--- config.mk ---
export PLATFORM = sky130hd
export DESIGN_NAME = wb_initiator
export DESIGN_NICKNAME = d
export VERILOG_FILES = /design/src/rtl/wb_initiator.sv
export SDC_FILE = /design/constraint.sdc
export NUM_CORES = 1
export LEC_CHECK = 0
export BUFFER_PORTS_ARGS = -buffer_cell sky130_fd_sc_hd__buf_4
export CORE_ASPECT_RATIO = 1.75
export CORE_MARGIN = 2
export CORE_UTILIZATION = 51
export DETAILED_ROUTE_END_ITERATION = 7
export GPL_TIMING_DRIVEN = 0
export PLACE_DENSITY = 0.87
export SETUP_SLACK_MARGIN = 0.5
export SLEW_MARGIN = 0
export SYNTH_ARGS = -nofsm -noshare
export SYNTH_HDL_FRONTEND = slang
export SYNTH_SLANG_ARGS = --single-unit
--- constraint.sdc ---
create_clock -name wb_clk_i -period 2.65 [get_ports wb_clk_i]
set_input_delay 0.53 -clock wb_clk_i [delete_from_list [all_inputs] [get_ports wb_clk_i]]
set_output_delay 0.53 -clock wb_clk_i [all_outputs]
set_load 0.05 [all_outputs]
--- src/rtl/wb_initiator.sv ---
// ---------------------------------------------------------------------------
// wb_initiator
//
// Wishbone classic single-access bus master. Takes one command from a
// valid/ready stream, runs a single read or write cycle on the wbm_* pins,
// waits for ack (or gives up after TIMEOUT strobe cycles), and hands the
// result back on a valid/ready response stream. One access in flight at a
// time; no pipelining, no bursts.
//
// Parameters:
//   TIMEOUT   strobe cycles without ack before the access aborts (0 = never)
//   ERR_DATA  response data returned for an aborted access
//
// Ports:
//   wb_clk_i, wb_rst_i          clock, synchronous active-low reset
//   enable_i                    allows new commands to be accepted
//   cmd_valid_i / cmd_ready_o   command handshake
//   cmd_we_i, cmd_adr_i,        command fields (write flag, byte address,
//   cmd_dat_i, cmd_sel_i          write data, byte selects)
//   rsp_valid_o / rsp_ready_i   response handshake
//   rsp_dat_o, rsp_err_o        read data (0 for writes, ERR_DATA on abort),
//                                 abort flag
//   wbm_cyc_o .. wbm_dat_o      Wishbone master outputs
//   wbm_ack_i, wbm_dat_i        Wishbone slave ack and read data
//   busy_o                      access in flight or response pending
//   txn_cnt_o                   completed good accesses (wraps)
//   err_cnt_o                   aborted accesses (saturates)
//
// State  | meaning
// -------+-------------------------------------------------------------
// IDLE   | waiting for a command; cmd_ready_o follows enable_i
// BUS    | cyc/stb asserted, waiting for ack or timeout
// RESP   | response held on rsp_* until the consumer takes it
// ---------------------------------------------------------------------------
module wb_initiator #(
  parameter int unsigned TIMEOUT  = 255,
  parameter logic [31:0] ERR_DATA = 32'hDEAD_BEEF
) (
  input  logic        wb_clk_i,
  input  logic        wb_rst_i,
  input  logic        enable_i,

  input  logic        cmd_valid_i,
  output logic        cmd_ready_o,
  input  logic        cmd_we_i,
  input  logic [31:0] cmd_adr_i,
  input  logic [31:0] cmd_dat_i,
  input  logic [3:0]  cmd_sel_i,

  output logic        rsp_valid_o,
  input  logic        rsp_ready_i,
  output logic [31:0] rsp_dat_o,
  output logic        rsp_err_o,

  output logic        wbm_cyc_o,
  output logic        wbm_stb_o,
  output logic        wbm_we_o,
  output logic [3:0]  wbm_sel_o,
  output logic [31:0] wbm_adr_o,
  output logic [31:0] wbm_dat_o,
  input  logic        wbm_ack_i,
  input  logic [31:0] wbm_dat_i,

  output logic        busy_o,
  output logic [15:0] txn_cnt_o,
  output logic [7:0]  err_cnt_o
);

  // Counter must hold TIMEOUT itself; keep at least one bit so TIMEOUT=0
  // still elaborates (the counter is simply never consulted then).
  localparam int unsigned    TMO_W    = (TIMEOUT == 0) ? 1 : $clog2(TIMEOUT + 1);
  localparam logic [TMO_W-1:0] TMO_LOAD = TMO_W'(TIMEOUT);
  localparam logic [TMO_W-1:0] TMO_LAST = TMO_W'(1);
  localparam bit             TMO_EN   = (TIMEOUT != 0);

  typedef enum logic [1:0] {
    ST_IDLE = 2'd0,
    ST_BUS  = 2'd1,
    ST_RESP = 2'd2
  } state_t;

  state_t           state;
  logic [TMO_W-1:0] tmo_cnt;

  always_ff @(posedge wb_clk_i) begin
    if (!wb_rst_i) begin
      state       <= ST_IDLE;
      tmo_cnt     <= '0;
      cmd_ready_o <= 1'b0;
      rsp_valid_o <= 1'b0;
      rsp_dat_o   <= '0;
      rsp_err_o   <= 1'b0;
      wbm_cyc_o   <= 1'b0;
      wbm_stb_o   <= 1'b0;
      wbm_we_o    <= 1'b0;
      wbm_sel_o   <= '0;
      wbm_adr_o   <= '0;
      wbm_dat_o   <= '0;
      busy_o      <= 1'b0;
      txn_cnt_o   <= '0;
      err_cnt_o   <= '0;
    end else begin
      case (state)
        ST_IDLE: begin
          if (cmd_valid_i && cmd_ready_o) begin
            wbm_we_o    <= cmd_we_i;
            wbm_adr_o   <= cmd_adr_i;
            wbm_dat_o   <= cmd_dat_i;
            wbm_sel_o   <= cmd_sel_i;
            wbm_cyc_o   <= 1'b1;
            wbm_stb_o   <= 1'b1;
            tmo_cnt     <= TMO_LOAD;
            cmd_ready_o <= 1'b0;
            busy_o      <= 1'b1;
            state       <= ST_BUS;
          end else begin
            cmd_ready_o <= enable_i;
          end
        end

        ST_BUS: begin
          cmd_ready_o <= 1'b0;
          // Ack is checked first so an ack landing on the final strobe
          // cycle still produces a normal response.
          if (wbm_ack_i) begin
            wbm_cyc_o   <= 1'b0;
            wbm_stb_o   <= 1'b0;
            rsp_dat_o   <= wbm_we_o ? 32'h0 : wbm_dat_i;
            rsp_err_o   <= 1'b0;
            rsp_valid_o <= 1'b1;
            state       <= ST_RESP;
          end else if (TMO_EN && (tmo_cnt == TMO_LAST)) begin
            // tmo_cnt reaching 1 here means stb has now been high for
            // TIMEOUT cycles.
            wbm_cyc_o   <= 1'b0;
            wbm_stb_o   <= 1'b0;
            rsp_dat_o   <= ERR_DATA;
            rsp_err_o   <= 1'b1;
            rsp_valid_o <= 1'b1;
            state       <= ST_RESP;
          end else if (TMO_EN) begin
            tmo_cnt <= tmo_cnt - TMO_LAST;
          end
        end

        ST_RESP: begin
          cmd_ready_o <= 1'b0;
          if (rsp_ready_i) begin
            rsp_valid_o <= 1'b0;
            busy_o      <= 1'b0;
            state       <= ST_IDLE;
            if (rsp_err_o) begin
              if (err_cnt_o != 8'hFF) begin
                err_cnt_o <= err_cnt_o + 8'd1;
              end
            end else begin
              txn_cnt_o <= txn_cnt_o + 16'd1;
            end
          end
        end

        default: begin
          state       <= ST_IDLE;
          cmd_ready_o <= 1'b0;
          rsp_valid_o <= 1'b0;
          wbm_cyc_o   <= 1'b0;
          wbm_stb_o   <= 1'b0;
          busy_o      <= 1'b0;
        end
      endcase
    end
  end

endmodule
# --- Word level (Yosys, flattened, before mapping) ---
# Cells that the tools add are included.
op_classes:
  n_mux: 22
  reduce_logical: 14
  n_eq_ne: 9
  n_bitwise: 5
  add_sub_neg: 3
op_table:
  columns: ["operator", "count"]
  rows:
  - ["$mux W32", 3]
  - ["$mux W8", 3]
  - ["$add A16 B1 Y16 const B", 1]
  - ["$pmux W8 S2", 1]
  - ["$reduce_and A3 Y1", 5]
  - ["$pmux W1 S3", 3]
  - ["$add A8 B1 Y8 const B", 1]
  - ["$eq A8 B1 Y1 const B", 1]
  - ["$mux W2", 4]
  - ["$ne A2 B2 Y1 const B", 4]
  - ["$ne A8 B8 Y1 const B", 1]
  - ["$reduce_and A4 Y1", 2]
  - ["$sub A8 B1 Y8 const B", 1]
  - ["$mux W1", 7]
  - ["$pmux W2 S3", 1]
  - ["$not A1 Y1", 5]
  - ["$reduce_and A2 Y1", 2]
  - ["$reduce_bool A2 Y1", 2]
  - ["$ne A3 B3 Y1 const B", 1]
  - ["$reduce_or A3 Y1", 1]
  - ["$eq A2 B1 Y1 const B", 1]
  - ["$eq A2 B2 Y1 const B", 1]
  - ["$logic_not A2 Y1", 1]
  - ["$logic_and A1 B1 Y1", 1]
totals:
  out_inout_bits: 131
  in_bits: 107
  elab_cells: 67
  reg_bits: 140

# --- Logic depth before layout (Yosys ltp) ---
# Gate-level depths: netlist of run 1.
depth:
  ltp_word: 4
  ltp_mapped: 7

# --- Worst setup path before layout of run 1 ---
# Ideal clock, no wire load.
synth_timing:
  kind: "flip-flop to flip-flop"
  start: "reg txn_cnt_o[3]"
  end: "reg txn_cnt_o[15]"
  path_stages_with_launch: 5
  required_time_ps: 2580
  slack_ps: 726
  n_path_buf: 0
  t_arrival_ps: 1853
  setup_ps: 70
  period_less_slack_ps: 1924
  path_cell_list: "dfxtp_1 and4_1 nand3_2 or4_1 a21oi_1"
synth_between:
  elab_chain_cells: 1
synth_lines:
  columns: ["element", "line_no", "text"]
  rows:
  - ["start, declared", "65", "output logic [15:0] txn_cnt_o,"]
  - ["start signal, assigned", "157", "txn_cnt_o <= txn_cnt_o + 16'd1;"]
  - ["$add A16 B1 Y16", "157", null]
# No other way between the ends.
# A chain may end at the register's enable or synchronous reset.

# --- Worst setup path after layout of run 1 ---
layout_timing:
  start: "reg tmo_cnt[0]"
  end: "reg rsp_dat_o[24]"
layout_between:
  elab_chain_cells: 3
layout_lines:
  columns: ["element", "line_no", "text"]
  rows:
  - ["start, declared", "83", "logic [TMO_W-1:0] tmo_cnt;"]
  - ["start signal, assigned", "142", "tmo_cnt <= tmo_cnt - TMO_LAST;"]
  - ["$eq A8 B1 Y1", "132", "end else if (TMO_EN && (tmo_cnt == TMO_LAST)) begin"]
  - ["$reduce_bool A2 Y1 (no source line)", null, null]
  - ["$reduce_and A2 Y1 (no source line)", null, null]
  - ["end signal, assigned", "128", "rsp_dat_o <= wbm_we_o ? 32'h0 : wbm_dat_i;"]
  - ["end, declared", "52", "output logic [31:0] rsp_dat_o,"]
# No other way between the ends.

==> results of run 1 <==
per-layer routing:
| layer | part of all wire (%) | up-vias | GRT usage (%) |
|---|---|---|---|
| li1 | - | 2598 | - |
| met1 | 35 | 2533 | 27.68 |
| met2 | 53 | 239 | 51.77 |
| met3 | 7.3 | 50 | 7.328 |
| met4 | 4.3 | 0 | 15.34 |
| met5 | 0 | - | 0 |
cells by family after synthesis:
group                      Yosys count  share of synthesized area, %
adders and majority gates            4                        0.9340
muxes                                2                        0.3736
DFF                                140                         52.30
buffers and inverters               45                         3.829
xor gates and xnor gates            15                         2.451
AOI/OAI and AO/OA                  146                         18.63
and+or+nand+nor                    245                         21.48
cells in the mapped netlist, types with 2 or more instances:
library cell,n,area [um2]
nand2_1,150,563.0
dfxtp_1,140,2803
a21oi_1,85,425.4
clkbuf_1,27,101.4
nor2b_1,25,156.4
nor2_1,18,67.56
o221a_2,17,191.4
xor2_1,10,87.58
nand3_1,9,45.04
a32o_1,8,80.08
o221a_1,7,78.83
buf_1,6,22.52
nand4_1,6,37.54
o21ai_0,6,30.03
a211oi_1,5,37.54
inv_1,5,18.77
nor3_1,5,25.02
o31ai_1,5,37.54
or3_1,5,31.28
xnor2_1,5,43.79
ha_1,4,50.05
or4_1,4,30.03
and3_1,3,18.77
and4_1,3,26.28
a2111oi_0,2,17.52
a311oi_1,2,17.52
a31oi_1,2,12.51
and2_1,2,12.51
buf_2,2,10.01
buf_8,2,30.03
mux2i_1,2,20.02
nor3b_1,2,15.01
nor4_1,2,12.51
o211ai_1,2,15.01
or3b_2,2,17.52
report_power, final:
| group | internal, mW | switching (mW) | leakage (nW) |
|---|---|---|---|
| sequential | 2.17 | 0.0431 | 1.13 |
| clock | 1.39 | 0.920 | 0.270 |
| combinational | 0.246 | 0.377 | 1.89 |
cell type report:
type                    count  area [um2]  share of cell area, %
flip-flops and latches    140        2803                  35.62
multi-input cells         412        2351                  29.88
repair buffers            236        1772                  22.52
clock buffers              19       432.9                  5.503
plain buffers              39       183.9                  2.338
well taps                 127       158.9                  2.020
clock inverters            13       143.9                  1.829
inverters                   6       22.52                 0.2863
repair_timing:
action                                  in CTS  in global routing
gates resized for setup                      0                  2
hold endpoints to repair                     0                  0
endpoints found under the setup margin       0                  1
setup buffers                                0                  0
flip-flops by register name, summed over array words and instances, names as in the netlist:
signal       cells
busy_o           1
wbm_we_o         1
txn_cnt_o       16
wbm_stb_o        1
rsp_dat_o       32
rsp_valid_o      1
wbm_adr_o       32
cmd_ready_o      1
err_cnt_o        8
state            2
wbm_sel_o        4
wbm_dat_o       32
tmo_cnt          8
rsp_err_o        1
metrics by stage:
stage	util, %	instances	hold WS (ns)	instance area [um2]	worst slack (ns)
floorplan	-	597	0.4793	5359	0.7264
global placement	71.20	960	0.4431	7289	0.5871
detailed placement	71.20	960	0.4471	7289	0.4994
CTS	76.83	992	0.3194	7866	0.6725
global route	76.84	992	0.3293	7868	0.6521
finish	76.84	992	0.3272	7868	0.8143
path summary, 6_finish.rpt:
kind,from,end,slack [ns]
max,tmo_cnt[0],rsp_dat_o[24],0.81
max reg2reg,tmo_cnt[0],rsp_dat_o[24],0.81
min reg2reg,wbm_adr_o[26],wbm_adr_o[26],0.45
min,wbm_dat_i[17],rsp_dat_o[17],0.33
worst max-delay path: cells and delay by family (launching register included):
family	cells	cell delay (ns)
flops	1	0.40
fa+ha+maj	1	0.19
compound gates	2	0.49
simple gates	2	0.66
cells in the final DEF (no fill, tap or decap), types with 10 or more instances in the layout:
cell and count:
clkbuf_16 17, xor2_1 10, clkbuf_1 28, nand2_1 150, nor2b_1 25, o221a_2 17
a21oi_1 85, buf_4 237, nor2_1 18, dfxtp_1 140
==> summary.md, run 1 <==
| Metric | Value |
|---|---|
| Outcome | finished, final reports clean |
| EDFF count, synth | 0 |
| DR pass1 iterations | 5 |
| CTS H-tree depth | 4 |
| RSZ-0062 raised after global routing | no |
| Final Hold Vio Count | 0 |
| Hold buffers post-CTS | 0 |
| Worst-path fanout max | 10 |
| Worst hold path class | in2reg |
| Clk sinks | between 100 and 150 |
| Die Ht | 139.6 um |
| Initial antenna violation count | 0 |
| Routed len/inst | around 16 um |
| CTS clk-pin slew, worst paths | about 0.060 ns |
| GRT overflow | 0 |
| # setup viols final | 0 |
| Leakage | approximately 3.3 nW |
| Slew of the pin with the lowest slew margin | around 0.63 ns |
| Slowest-stage cell, CP | or3b_2 |
| Port bufs | 236 |
| Vias/cell | around 5.5 |
| Startpoint Class | flip-flop |
| First-pass GRT wire length | about 25000 um |
| Pin count of the biggest net entering global routing | 17 |
| Yosys warns | 0 |
| Vias in the first global route | 5305 |
| Diodes inserted | 0 |
| Ratio of cells with drive above 1 in the final layout | a little over a third |
| Area Growth Syn to Fin | 46.81% |
| Layout Skew | 0.008791 ns |
| Tcrit/Tclk final | between 60% and 70% |
| Worst-Skew Late Latency | about 0.42 ns |
| CP arrival | approximately 2.1 ns |
| DIE AREA | roughly 11000 um2 |
| CP Capture Type | flip-flop |
| Critical setup path kind | reg2reg |
| TritonCTS clock tree | built |
| Fill cell count | 723 |
| Row cnt | 49 |
| DR iter-0 viols | approximately 210 |
| Hold depth | 2 |
| Die Wd | roughly 80 um |
| Critical path, cell by cell | ha_1, or3b_2, nor2_4, o21ai_2, a32o_1 |
| Fmax | 544.8 MHz |
| Syn nets | 708 |
| CTS Buffer Depth | 2 |
| Top_reg_cell synth | dfxtp_1 |
| Netlist cell types | between 50 and 60 |
| I/O pins | between 200 and 250 |
| Mean Syn Cell Area | approximately 9 um2 |
| Worst reg2reg path depth | 5 |
| Synthesized flop and latch total | between 100 and 150 |
| Final nets | ~960 |
| DR DRC count | 0 |
| Final Max Tran Viols | 0 |
| Worst stage delay on the critical path | 0.51 ns |
| Final TNS setup | 0 ns |
| Rel. slew slack | 57.23% |
| Total Routed Length | 16210 um |
| Initial Utilization | 52.34% |
| Cell area after synthesis | 5359 um2 |
| Post-DRT Antenna Nets | 0 |
| HPWL after DPL | about 12000 um |
| Mapped Cells | between 500 and 600 |
| Clk root buf | clkbuf_16 |
| Core area | 10240 um2 |
| All-Layer GR Usage | 28.31% |
| Synth async-reset ratio | 0% |
| PD cells | 653.7 nW/um2 |
| Register area share after synthesis | around 52% |
| Num CTS Buffers | 17 |
| Overall power | roughly 5.1 mW |
| Max_cap viols | 0 |
| Peak supply drop | 0.5023 mV |
| Vias | about 5400 |
| Worst Path Required | roughly 3.0 ns |
| Min cycle time layout | between 1.5 and 2 ns |
| Placer congestion estimate | 0.8325 |
(Power assumes the default switching activity.)
==> inputs of run 2 (changes only) <==
--- a/config.mk
+++ b/config.mk
@@ -8,10 +8,10 @@
 export BUFFER_PORTS_ARGS = -buffer_cell sky130_fd_sc_hd__buf_4
 export CORE_ASPECT_RATIO = 1.75
 export CORE_MARGIN = 2
-export CORE_UTILIZATION = 51
+export CORE_UTILIZATION = 42
 export DETAILED_ROUTE_END_ITERATION = 7
 export GPL_TIMING_DRIVEN = 0
-export PLACE_DENSITY = 0.87
+export PLACE_DENSITY = 0.77
 export SETUP_SLACK_MARGIN = 0.5
 export SLEW_MARGIN = 0
 export SYNTH_ARGS = -nofsm -noshare
==> constraint.sdc (replaced) <==
create_clock -name wb_clk_i -period 1.6 [get_ports wb_clk_i]
set_input_delay 0.32 -clock wb_clk_i [delete_from_list [all_inputs] [get_ports wb_clk_i]]
set_output_delay 0.32 -clock wb_clk_i [all_outputs]
set_load 0.05 [all_outputs]
==> run 2 against run 1 <==
Area after synthesis unchanged. The run now fails in global routing (5_1_grt). Synthesized cell count unchanged.
==> summary.md, run 2 <==
| Metric | Value |
|---|---|
| Top-count cell post-synth | nand2_1 (unchanged) |
| Syn nets | 708 (unchanged) |
| HPWL after DPL | 12150 um (was 12030 um) |
| EDFF count, synth | 0 (unchanged) |
| Worst EP post-GRT repair | rsp_dat_o[23]$_SDFFE_PN0P_/D |
| Cell total after placement | 1001 (was 960) |
| Initial Utilization | 43.11% (was 52.34%) |
| Top_reg_cell synth | dfxtp_1 (unchanged) |
| Hold buffers post-CTS | 0 (unchanged) |
| Outcome | aborted with a tool error (was finished, final reports clean) |
| Post-synthesis simple-gate area fraction | 21.48% (unchanged) |
| Row cnt | 54 (was 49) |
| Clk root buf | clkbuf_16 (unchanged) |
| All-Layer GR Usage | 91.51% |
| Netlist cell types | 52 (unchanged) |
| Top-area cell type share of the netlist area | 52.30% (unchanged) |
| Stopped at | global routing (5_1_grt) |
| Pre-CTS WS | -0.3062 ns (was 0.4994 ns) |
| I/O pins | 238 (unchanged) |
| Register area share after synthesis | 52.30% (unchanged) |
| Mean Syn Cell Area | 8.976 um2 (unchanged) |
| Die Wd | 89.39 um (was 81.49 um) |
| Placer congestion estimate | 0.8213 (was 0.8325) |
| CTS Buffer Depth | 2 (unchanged) |
| Mapped Cells | 597 (unchanged) |
| Synth async-reset ratio | 0% (unchanged) |
| First error | [ERROR GRT-0232] Routing congestion too high. Check the congestion heatmap in the GUI. |
| Area share of xor/xnor cells in the synthesized design | 2.452% (unchanged) |
| Largest family of logic cells by synthesized area | simple AND/OR/NAND/NOR gates (unchanged) |
| Yosys warns | 0 (unchanged) |
| Synthesized flop and latch total | 140 (unchanged) |
| Cell area after synthesis | 5359 um2 (unchanged) |
| Clk sinks | 140 (unchanged) |
| GRT overflow | roughly 570 |
| CTS H-tree depth | 4 (unchanged) |
| Compound-Gate Fraction of Synth Area | 18.63% (unchanged) |
| Post-synth top cells | 150 x nand2_1, 140 x dfxtp_1, 85 x a21oi_1, 27 x clkbuf_1, 25 x nor2b_1 (unchanged) |
| Post-DP Area | 7594 um2 (was 7289 um2) |
| Port bufs | 236 (unchanged) |
| Adder-cell share of the synthesized area | 0.9339% (unchanged) |
| Worst endpoint type | register input |
| Pin count of the biggest net entering global routing | 17 |
| Num CTS Buffers | 17 (unchanged) |
| Area contributors post-synth | dfxtp_1 52%, nand2_1 11%, a21oi_1 7.9% (unchanged) |
| Die Ht | 153.4 um (was 139.6 um) |
| Post-synthesis mux area share | 0.3736% (unchanged) |
| Synth area leader | dfxtp_1 (unchanged) |
-- run 2: layer usage --
metal  GRT overflow  global-route usage [%]
met5              0                   11.86
met4            222                   105.5
met3              1                   71.92
met2            343                   108.7
met1              1                   87.38
-- run 2: metrics by stage --
step | hold slack (ns) | util, %
after CTS | 0.1056 | 84.44
after floorplan | 0.4458 | -
after global placement | 0.4428 | 61.08
after detailed placement | 0.4472 | 61.08
-- run 2: logic make-up after synthesis --
kind of cell,after synthesis
multiplexers,2
buffers and inverters,45
flip-flops,140
AND/OR/NAND/NOR,245
adder cells (fa/ha/maj),4
XOR/XNOR,15
AO/OA/AOI/OAI,146
-- run 2: timing repair --
item	in CTS
pin swaps	146
buffers inserted	54
cloned	15
setup endpoints to repair	270
gates resized for setup	466
==> inputs of run 3 (changes only) <==
--- a/config.mk
+++ b/config.mk
@@ -6,13 +6,11 @@
 export NUM_CORES = 1
 export LEC_CHECK = 0
 export BUFFER_PORTS_ARGS = -buffer_cell sky130_fd_sc_hd__buf_4
-export CORE_ASPECT_RATIO = 1.75
 export CORE_MARGIN = 2
-export CORE_UTILIZATION = 42
+export CORE_UTILIZATION = 36
 export DETAILED_ROUTE_END_ITERATION = 7
 export GPL_TIMING_DRIVEN = 0
-export PLACE_DENSITY = 0.77
-export SETUP_SLACK_MARGIN = 0.5
+export PLACE_DENSITY_LB_ADDON = 0.15
 export SLEW_MARGIN = 0
 export SYNTH_ARGS = -nofsm -noshare
 export SYNTH_HDL_FRONTEND = slang
==> constraint.sdc (replaced) <==
create_clock -name wb_clk_i -period 2.1 [get_ports wb_clk_i]
set_input_delay 0.42 -clock wb_clk_i [delete_from_list [all_inputs] [get_ports wb_clk_i]]
set_output_delay 0.42 -clock wb_clk_i [all_outputs]
set_load 0.05 [all_outputs]
==> run 3 against run 2 <==
The flow now finishes without violations.
==> summary.md, run 3 (synthesis results as in run 1) <==
| Metric | Value |
|---|---|
| Final Hold Vio Count | 0 |
| CTS Buffer Depth | 2 (unchanged) |
| Worst-Skew Late Latency | roughly 0.42 ns |
| Min-Delay Endpoint | rsp_dat_o[4] |
| GRT overflow | 0 |
| Vias | roughly 5200 |
| Leakage | approximately 3.3 nW |
| # setup viols final | 0 |
| Core area | 14530 um2 |
| Tcrit/Tclk final | 86.50% |
| Die Wd | 126.0 um (was 89.39 um) |
| Most frequent cells in the layout | 237 x buf_4, 150 x nand2_1, 140 x dfxtp_1 |
| Startpoint Class | flip-flop |
| DR DRC count | 0 |
| Die Ht | 126.0 um (was 153.4 um) |
| CTS H-tree depth | 4 (unchanged) |
| Origin of the critical flop-to-flop path | tmo_cnt[1] |
| Clk sinks | 140 (unchanged) |
| Worst-path fanout max | 10 |
| Largest regs | rsp_dat_o (32), wbm_adr_o (32), wbm_dat_o (32) |
| Commonest non-fill, non-tap cell in the layout | buf_4 |
| CTS clk-pin slew, worst paths | ~0.060 ns |
| Initial Utilization | 36.87% (was 43.11%) |
| Layout Utilization | between 50% and 60% |
| Min cycle time layout | roughly 1.8 ns |
| Num CTS Buffers | 17 (unchanged) |
| Outcome | finished, final reports clean (was aborted with a tool error) |
| Final nets | approximately 960 |
| Slowest-stage cell, CP | or3b_2 |
| CP Capture Type | flip-flop |
| RR Endpoint | rsp_dat_o[25] |
| Pin count of the biggest net entering global routing | 17 |
| Max_cap viols | 0 |
| Clk root buf | clkbuf_16 (unchanged) |
| Family with the most delay on the worst path | simple AND/OR/NAND/NOR gates |
| Non-Filler Instances | about 1000 |
| Placer congestion estimate | 0.7834 (was 0.8213) |
| Cell area after layout | around 8000 um2 |
| Pre-CTS WS | 0.02576 ns (was -0.3062 ns) |
| WHS | roughly 0.22 ns |
| Final worst setup slack | between 0.2 and 0.3 ns |
| Vias in the first global route | around 5100 |
| Reg-to-reg setup timing slack | between 0.2 and 0.3 ns |
| First-pass GRT wire length | around 25000 um |
| Critical setup path kind | reg2reg |
| DR iter-0 viols | 200 |
| Rel. slew slack | a little under three fifths |
| Hold path startpoint | wbm_dat_i[4] |
| Post-DRT Antenna Nets | 0 |
| Worst stage delay on the critical path | 0.51 ns |
| Row cnt | 44 (was 54) |
| Final Max Tran Viols | 0 |
| Final TNS setup | 0 ns |
| Hold depth | 2 |
| Post-DP Area | 7361 um2 (was 7594 um2) |
| DR pass1 iterations | 5 |
| Area Growth Syn to Fin | 49.19% |
| RSZ-0062 raised after global routing | no |
| CP arrival | 2.17 ns |
| Port bufs | 236 (unchanged) |
| DIE AREA | between 15000 and 20000 um2 |
| Total Routed Length | 15550 um |
| Layout Skew | ~0.013 ns |
| Fmax | 550.5 MHz |
| Routed len/inst | 14.84 um |
| Initial antenna violation count | 0 |
| I/O pins | 238 (unchanged) |
| Worst Path Required | roughly 2.5 ns |
| Critical path, cell by cell | inv_1, ha_1, or3b_2, nor2_4, o21a_4, buf_8, o221a_1 |
| Sum of buffers and inverters on the critical path | 2 |
| Worst hold path class | in2reg |
| Overall power | roughly 6.7 mW |
| HPWL after DPL | 11640 um (was 12150 um) |
| TritonCTS clock tree | built |
| Hold buffers post-CTS | 0 (unchanged) |
| Cell total after placement | 1017 (was 1001) |
| Worst reg2reg path depth | 7 |
| Diodes inserted | 0 |
| Vias/cell | around 5.0 |
| PD cells | around 840 nW/um2 |
| Ratio of cells with drive above 1 in the final layout | between 30% and 40% |
| Peak supply drop | about 0.55 mV |
| All-Layer GR Usage | around a fifth |
| Slew of the pin with the lowest slew margin | approximately 0.62 ns |
==> run 3: what timing repair did <==
action	4_1_cts	5_1_grt
setup endpoints to repair	0	55
buffers inserted	0	0
gates resized for setup	0	2
==> run 3: layout make-up <==
cell class | instances | area, um2
tap | 184 | 230.2
inverter | 6 | 22.52
buffer | 39 | 183.9
fill | 1371 | 6539
sequential | 140 | 2803
clock inverter | 11 | 166.4
multi-input combinational | 412 | 2351
timing repair buffer | 236 | 1772
clock buffer | 20 | 466.7
==> run 3: power by group <==
group / switching [mW] / total (mW) / internal [mW] / leakage (nW)
sequential: 0.0545 / 2.79 / 2.73 / 1.13
combinational: 0.466 / 0.776 / 0.311 / 1.89
clock: 1.11 / 3.18 / 2.07 / 0.304
total: 1.63 / 6.74 / 5.11 / 3.33
==> run 3: metal layers <==
layer | global-route usage [%] | wire length [um] | part of all wire (%) | up-vias
li1 | - | - | - | 2607
met1 | 23.45 | 6806 | 44 | 2435
met2 | 31.94 | 7428 | 48 | 184
met3 | 6.669 | 1025 | 6.6 | 22
met4 | 5.882 | 293 | 1.9 | 0
met5 | 0 | 0 | 0 | -
==> run 3: worst max-delay path by stage <==
stage                          endpoint  slack, ns          from  depth (start not counted)
final                     rsp_dat_o[25]       0.28    tmo_cnt[1]                          7
after global routing      rsp_dat_o[14]       0.14      state[0]                          4
after CTS                 wbm_dat_o[11]       0.15      state[1]                          5
after detailed placement   wbm_adr_o[9]       0.03   cmd_valid_i                          7
after global placement    wbm_adr_o[16]       0.09   cmd_valid_i                          7
after floorplan           txn_cnt_o[15]       0.18  txn_cnt_o[3]                          4
==> run 3: worst reg2reg max path, delay by kind of cell (launching register included) <==
| kind | cells | cell delay [ns] |
|---|---|---|
| adder cells (fa/ha/maj) | 1 | 0.17 |
| AO/OA/AOI/OAI | 2 | 0.38 |
| flip-flops | 1 | 0.32 |
| buffers and inverters | 2 | 0.24 |
| AND/OR/NAND/NOR | 2 | 0.66 |
